`src/rtl/mem_access.sv`:
```
// mem_access: MEM stage with a byte-serial little-endian RAM port.
// It stalls the pipe until a load or store completes, then sign- or zero-extends the load data.
// Ports: ex_* come from ex_mem, and mem_wd/mem_wreg/mem_wdata go to mem_wb.
// stallreq_mem goes to the stall controller, and mem_a/mem_dout/mem_wr/mem_din form the RAM port.
// Optional MEM_MISALIGN_CHECK_EN: misaligned H/W accesses are flagged and skipped.
module mem_access #(
  parameter int ADDR_W = 32,
  parameter int RD_LAT = 1
) (
  input  logic              clk,
  input  logic              rst,
  input  logic [5:0]        stall_state,
  input  logic [4:0]        ex_wd,
  input  logic              ex_wreg,
  input  logic [31:0]       ex_wdata,
  input  logic              ex_mem_ld,
  input  logic              ex_mem_st,
  input  logic [2:0]        ex_funct3,
  input  logic [ADDR_W-1:0] ex_mem_addr,
  input  logic [31:0]       ex_mem_sdata,
  output logic [4:0]        mem_wd,
  output logic              mem_wreg,
  output logic [31:0]       mem_wdata,
  output logic              stallreq_mem,
  output logic [ADDR_W-1:0] mem_a,
  output logic [7:0]        mem_dout,
  output logic              mem_wr,
  input  logic [7:0]        mem_din,
  output logic              misalign_err
);

  typedef enum logic [1:0] {
    IDLE,
    RD,
    WR,
    DONE
  } state_t;

  state_t            state, state_nx;
  logic [2:0]        cnt, cnt_nx;
  logic [31:0]       asm_q;
  logic [ADDR_W-1:0] addr_q;
  logic [31:0]       sdata_q;
  logic [2:0]        f3_q;
  logic [4:0]        wd_q;
  logic              wreg_q;
  logic              ld_q;
  logic              mis_q;
  logic              err_q;
  logic [2:0]        n_q;
  logic [2:0]        n_in;
  logic              start;
  logic              mis;
  logic              cap;
  logic [2:0]        lane;
  logic [2:0]        last_rd;
  logic              sx;
  logic [31:0]       ext;
  logic              unused_bits;

  assign unused_bits = ^{stall_state[5:4], stall_state[2:0]};

  // funct3 011 and 11x fall into the word case
  assign n_in = ex_funct3[1] ? 3'd4
              : (ex_funct3[0] ? 3'd2 : 3'd1);

`ifdef MEM_MISALIGN_CHECK_EN
  assign mis = ex_funct3[1] ? (ex_mem_addr[1:0] != 2'b00)
             : (ex_funct3[0] & ex_mem_addr[0]);
`else
  assign mis = 1'b0;
`endif

  // read data trails the issued address by RD_LAT cycles
  assign lane    = cnt - 3'(RD_LAT);
  assign cap     = (state == RD) && (cnt >= 3'(RD_LAT));
  assign last_rd = n_q + 3'(RD_LAT) - 3'd1;

  assign sx = ~f3_q[2];

  always_comb begin
    ext = asm_q;
    unique case (1'b1)
      f3_q[1]: ext = asm_q;
      (f3_q[1:0] == 2'b01):
        ext = {{16{sx & asm_q[15]}}, asm_q[15:0]};
      default:
        ext = {{24{sx & asm_q[7]}}, asm_q[7:0]};
    endcase
  end

  always_ff @(posedge clk or negedge rst) begin
    if (!rst) begin
      state   <= IDLE;
      cnt     <= '0;
      asm_q   <= '0;
      addr_q  <= '0;
      sdata_q <= '0;
      f3_q    <= '0;
      wd_q    <= '0;
      wreg_q  <= 1'b0;
      ld_q    <= 1'b0;
      mis_q   <= 1'b0;
      err_q   <= 1'b0;
      n_q     <= '0;
    end else begin
      state <= state_nx;
      cnt   <= cnt_nx;
      err_q <= start & mis;
      if (start) begin
        addr_q  <= ex_mem_addr;
        sdata_q <= ex_mem_sdata;
        f3_q    <= ex_funct3;
        wd_q    <= ex_wd;
        wreg_q  <= ex_wreg;
        ld_q    <= ex_mem_ld;
        mis_q   <= mis;
        n_q     <= n_in;
        asm_q   <= '0;
      end else if (cap) begin
        asm_q[{lane[1:0], 3'b000} +: 8] <= mem_din;
      end
    end
  end

  // outputs are forced to 0 while rst is low, even in IDLE pass-through
  always_comb begin
    state_nx     = state;
    cnt_nx       = cnt;
    start        = 1'b0;
    mem_wd       = '0;
    mem_wreg     = 1'b0;
    mem_wdata    = '0;
    stallreq_mem = 1'b0;
    mem_a        = '0;
    mem_dout     = '0;
    mem_wr       = 1'b0;
    misalign_err = 1'b0;
    if (rst) begin
      unique case (state)
        IDLE: begin
          if (ex_mem_ld | ex_mem_st) begin
            stallreq_mem = 1'b1;
            start        = 1'b1;
            cnt_nx       = '0;
            if (mis)
              state_nx = DONE;
            else if (ex_mem_ld)
              state_nx = RD;
            else
              state_nx = WR;
          end else begin
            mem_wd    = ex_wd;
            mem_wreg  = ex_wreg;
            mem_wdata = ex_wdata;
          end
        end
        WR: begin
          stallreq_mem = 1'b1;
          mem_wr       = 1'b1;
          mem_a        = addr_q + ADDR_W'(cnt);
          mem_dout     = sdata_q[{cnt[1:0], 3'b000} +: 8];
          cnt_nx       = cnt + 3'd1;
          if (cnt == n_q - 3'd1) begin
            state_nx = DONE;
            cnt_nx   = '0;
          end
        end
        RD: begin
          stallreq_mem = 1'b1;
          if (cnt < n_q)
            mem_a = addr_q + ADDR_W'(cnt);
          cnt_nx = cnt + 3'd1;
          if (cnt == last_rd) begin
            state_nx = DONE;
            cnt_nx   = '0;
          end
        end
        DONE: begin
          mem_wd       = wd_q;
          mem_wreg     = wreg_q & ld_q & ~mis_q;
          mem_wdata    = (ld_q & ~mis_q) ? ext : '0;
          misalign_err = err_q;
          if (!stall_state[3])
            state_nx = IDLE;
        end
        default: state_nx = IDLE;
      endcase
    end
  end

endmodule

```
`config.mk`:
```
export PLATFORM = sky130hd
export DESIGN_NAME = mem_access
export DESIGN_NICKNAME = d
export VERILOG_FILES = /design/src/rtl/mem_access.sv
export SDC_FILE = /design/constraint.sdc
export NUM_CORES = 1
export LEC_CHECK = 0
export ABC_AREA = 1
export CAP_MARGIN = 15
export CORE_MARGIN = 1.5
export CORE_UTILIZATION = 47
export DETAILED_ROUTE_END_ITERATION = 10
export HOLD_SLACK_MARGIN = 0.12
export PLACE_DENSITY = 0.77
export SYNTH_ARGS = -nofsm -noshare
export SYNTH_HDL_FRONTEND = slang
export SYNTH_SLANG_ARGS = --single-unit
```
`constraint.sdc`:
```
create_clock -name clk -period 6.14 [get_ports clk]
set_clock_uncertainty 0.15 [all_clocks]
set_input_delay 0.614 -clock clk [delete_from_list [all_inputs] [get_ports clk]]
set_output_delay 0.614 -clock clk [all_outputs]
set_load 0.01 [all_outputs]
```
# Word-level counts from Yosys, hierarchy flattened
# Index checks and enable logic that the tools add are counted.
[classes]
n_addsub = 7
shifts = 3
eq_ne = 10
n_bitwise = 5
n_reduce_logical = 7
magnitude_cmp = 2
n_mux = 38
[op_table]
columns = ["cell", "n"]
rows = [
  ["two-way mux 32 bit", 7],
  ["one-hot mux 32 bit (2 select lines)", 3],
  ["adder 32 x 3 -> 32 bit", 1],
  ["bitwise mux 32 bit", 1],
  ["variable shift 8 x 7 -> 32 bit (first input constant)", 1],
  ["indexed part select 32 x 6 -> 8 bit", 1],
  ["indexed part select 8 x 7 -> 32 bit", 1],
  ["two-way mux 8 bit", 2],
  ["two-way mux 2 bit", 6],
  ["two-way mux 3 bit", 4],
  ["two-way mux 5 bit", 2],
  ["one-hot mux 5 bit (2 select lines)", 1],
  ["one-hot mux 3 bit (3 select lines)", 1],
  ["two-way mux 1 bit", 8],
  ["one-hot mux 2 bit (4 select lines)", 1],
  ["negator 5 -> 7 bit", 1],
  ["adder 3 x 1 -> 3 bit (second input constant)", 2],
  ["equality test 3 bit", 2],
  ["inequality test 2 bit (second input constant)", 3],
  ["subtractor 3 x 1 -> 3 bit (second input constant)", 2],
  ["AND reduction 5 bit", 1],
  ["equality test 2 x 1 -> 1 bit (second input constant)", 2],
  ["equality test 2 bit (second input constant)", 2],
  ["one-hot mux 1 bit (2 select lines)", 2],
  ["13 further kinds", 15],
]
[word_totals]
input_bits = 123
word_cells = 82
out_inout_bits = 81
regBits = 114

# Longest topological paths before layout
[depth]
depth_word = 6
depth_mapped = 12

# Worst setup path after synthesis
# OpenSTA, ideal clock, no wires.
[synth_timing]
path_kind = "reg2out"
from = "register cnt[0]"
to = "output mem_a[24]"
required_ps = 5376
stages_incl_launch_ff = 12
n_path_buf = 3
arrival_ps = 1904
path_slack_ps = 3472
path_cell_list = "dfrtp_1 inv_1 buf_2 clkbuf_1 ha_1 inv_1 nand3_1 nand3_1 a21oi_4 buf_6 nand2_1 nor2_1"
[synth_between]
elab_chain_len = 4
word_cells_on_any_way = 5
classes_between = "add/sub (1); order compare (1); mux (3)"
[synth_lines]
columns = ["element", "line", "source"]
rows = [
  ["start: declaration", "40", "logic [2:0] cnt, cnt_nx;"],
  ["start signal: assignment", "108", "cnt <= cnt_nx;"],
  ["adder 32 x 3 -> 32 bit / < comparator 3 bit (equally long branches)", "161, 172, 171", ""],
  ["two-way mux 32 bit", "171", "if (cnt < n_q)"],
  ["one-hot mux 32 bit (2 select lines) (*)", "140", "unique case (state)"],
  ["two-way mux 32 bit (*)", "139", "if (rst) begin"],
  ["end: declaration", "25", "output logic [ADDR_W-1:0] mem_a,"],
]
# Every way passes the cells marked *; elsewhere a longest branch is shown, timed or not.

# Worst setup path after layout
[layout_timing]
from = "register cnt[0]"
to = "output mem_a[20]"
# The elaborated chain is that of the path after synthesis.

==> impl_results.md <==
* Slew at the pin closest to its max-slew limit at 0.953 ns
* Io pins at 204
* Crit path arrival time at 3.52 ns
* Final worst-path cycle share at 0.698
* Routed len/inst at 14.4 um
* Core ar. at 14700 um2
* Final GP Congestion at 0.954
* Primary FF master, synth: dfrtp_1
* R2r endpoint: asm_q[18]
* Tmin final at 4.28 ns
* Setup bufs post-CTS at 0
* Maxcap violations at 0
* Post-DP Area at 9090 um2
* Post-route setup TNS at 0 ns
* Register-to-Register Path Depth at 8
* Asr flop ratio synth at 1.00
* Die width at 126 um
* Port Buffers at 197
* WP data required at 5.38 ns
* Outcome: finished, final reports clean
* Fmax at 0.233 GHz
* RSZ-0062 raised after global routing: no
* Hold Path Depth at 2
* First DRT Iteration DRCs at 663
* Global-route wire length before repair at 33100 um
* Nets at 1360
* Syn Area/Cell at 6.87 um2
* Die height at 126 um
* CTS Buf Count at 17
* Post-CTS sizing at 0
* Initial antenna violation count at 0
* CTS Buffer Depth at 2
* Flop-to-flop setup slack at 3.30 ns
* Flops & latches, synth at 113
* GRT Total Usage at 0.259
* Final design area excluding fillers at 9710 um2
* Syn Inst Count at 1041
* Hold path start: sdata_q[11]
* Slew HR at 0.365
* Syn Nets at 1182
* Leak pwr at 4.51 nW
* Area Growth Syn to Fin at 35.7%
* Layout cell share with drive strength beyond 1 at 0.0649
* Hold-critical path endpoint: sdata_q[11]
* Most frequent cells in the layout: nand2_1, clkdlybuf4s50_1, nor2_1, dfrtp_1, inv_1
* Commonest non-fill, non-tap cell in the layout: nand2_1
* Worst r2r src: cnt[0]
* Total chip power at 3.68 mW
* Post-cts hold buffer count at 1
* Site Rows at 44
* Mapped Area at 7160 um2
* Synth cell types at 36
* Worst-path clk slew at 0.05 ns
* Routed Antenna Nets at 0
* CTS root buf: clkbuf_16
* Final core utilization at 0.660
* Skew-Pair Late Insertion Delay at 0.42 ns
* Seq/Total Area, Yosys at 0.395
* Final max-slew violation count at 0
* Largest net degree at the start of global routing at 95
* Drt first pass iters at 5
* H-tree Lvls at 4
* Pwr Density at 379 nW/um2
* Clk sinks at 113
* CTS tree: built
* Worst Path Max Fanout at 26
* Total grt overflow at 0
* Vias in the first global route at 6718
* Kind of critical path: reg2out
* DR vias/cell at 5.14
* Starting Density at 0.487
* # DRC at 0
* Worst Setup End Kind: output pin
* Final WL at 20400 um
* DR vias at 7274
* Final Hold Viols at 0
* Count of final setup violators at 0
* Hold Crit Class: reg2reg
* Crit start category: flop
* Antenna cells at 0
* Post-synth EDFFs at 0
* Max VDD drop at 260 uV
* Post-DP HPWL at 14700 um
* Die ar. at 16000 um2
* Synth warnings at 0
through the flow:
| stage | setup slack (ns) | hold slack (ns) | cells |
|---|---|---|---|
| after CTS | 1.82 | 0.318 | 1416 |
| after detailed placement | 2.27 | 0.304 | 1383 |
| final | 1.86 | 0.320 | 1416 |
| after global routing | 1.52 | 0.340 | 1416 |
| after global placement | 2.27 | 0.298 | 1383 |
| after floorplan | 3.47 | 0.168 | 1041 |
report_power, final:
part | internal [mW] | switching (mW) | leakage, nW
sequential | 1.01 | 0.259 | 1.46
clock | 0.685 | 0.343 | 0.301
combinational | 0.546 | 0.842 | 2.75
total | 2.24 | 1.44 | 4.51
how the worst max path moves through the flow:
stage,start,endpoint,slack [ns]
final,cnt[0],mem_a[20],1.86
after global routing,cnt[0],mem_a[30],1.52
after CTS,cnt[0],mem_a[30],1.82
after detailed placement,cnt[0],mem_a[30],2.27
after global placement,cnt[0],mem_a[30],2.27
after floorplan,cnt[0],mem_a[24],3.47
Yosys cell counts, drive strengths merged (10+ instances only):
cell type,number,area [um2]
nand2,398,1510
nor2,160,661
dfrtp,113,2830
inv,87,329
o21ai,59,303
a21oi,49,268
nand3,47,255
buf,33,268
a22oi,24,180
ha,17,213
clkbuf,12,46.3
o22ai,10,62.6
cells by family (layout without fill, tap and decap cells):
| kind of cell | Yosys count | count (layout) | share of synthesized area |
|---|---|---|---|
| compound gates | 144 | 144 | 0.116 |
| xor+xnor | 7 | 7 | 0.00857 |
| fa+ha+maj | 18 | 18 | 0.0325 |
| buf+inv | 132 | 323 | 0.0899 |
| flops | 113 | 113 | 0.395 |
| other cells | 1 | 1 | 0.000524 |
| simple gates | 626 | 626 | 0.357 |
final cells by class:
type / count / area, um2
clock inverters: 11 / 161
flip-flops and latches: 113 / 2830
fillers: 1278 / 4990
inverters: 87 / 329
repair buffers: 204 / 2020
well taps: 184 / 230
multi-input cells: 796 / 3680
clock buffers: 21 / 450
metal layers:
layer / global-route usage / wire [um] / vias up
li1: - / - / 3645
met3: 0.0561 / 1470 / 25
met2: 0.404 / 9140 / 255
met1: 0.362 / 9450 / 3349
met5: 0 / 0 / -
met4: 0.0818 / 299 / 0
flip-flops by register name, indices dropped and copies added, names as in the netlist:
signal,count
wreg_q,1
asm_q,32
ld_q,1
wd_q,5
addr_q,32
n_q,2
sdata_q,32
cnt,3
state,2
f3_q,3
critical path: stages (launching register included):
cell             delay, ns
dfrtp_1               0.93
ha_1                  0.30
inv_1                 0.06
fa_1                  0.37
inv_1                 0.09
nand3_1               0.08
nand2_2               0.13
nand3_1               0.18
nor2_1                0.21
o21ai_1               0.09
nor2_1                0.12
clkdlybuf4s50_1       0.56
No activity file was read; power rests on OpenSTA's default activity.
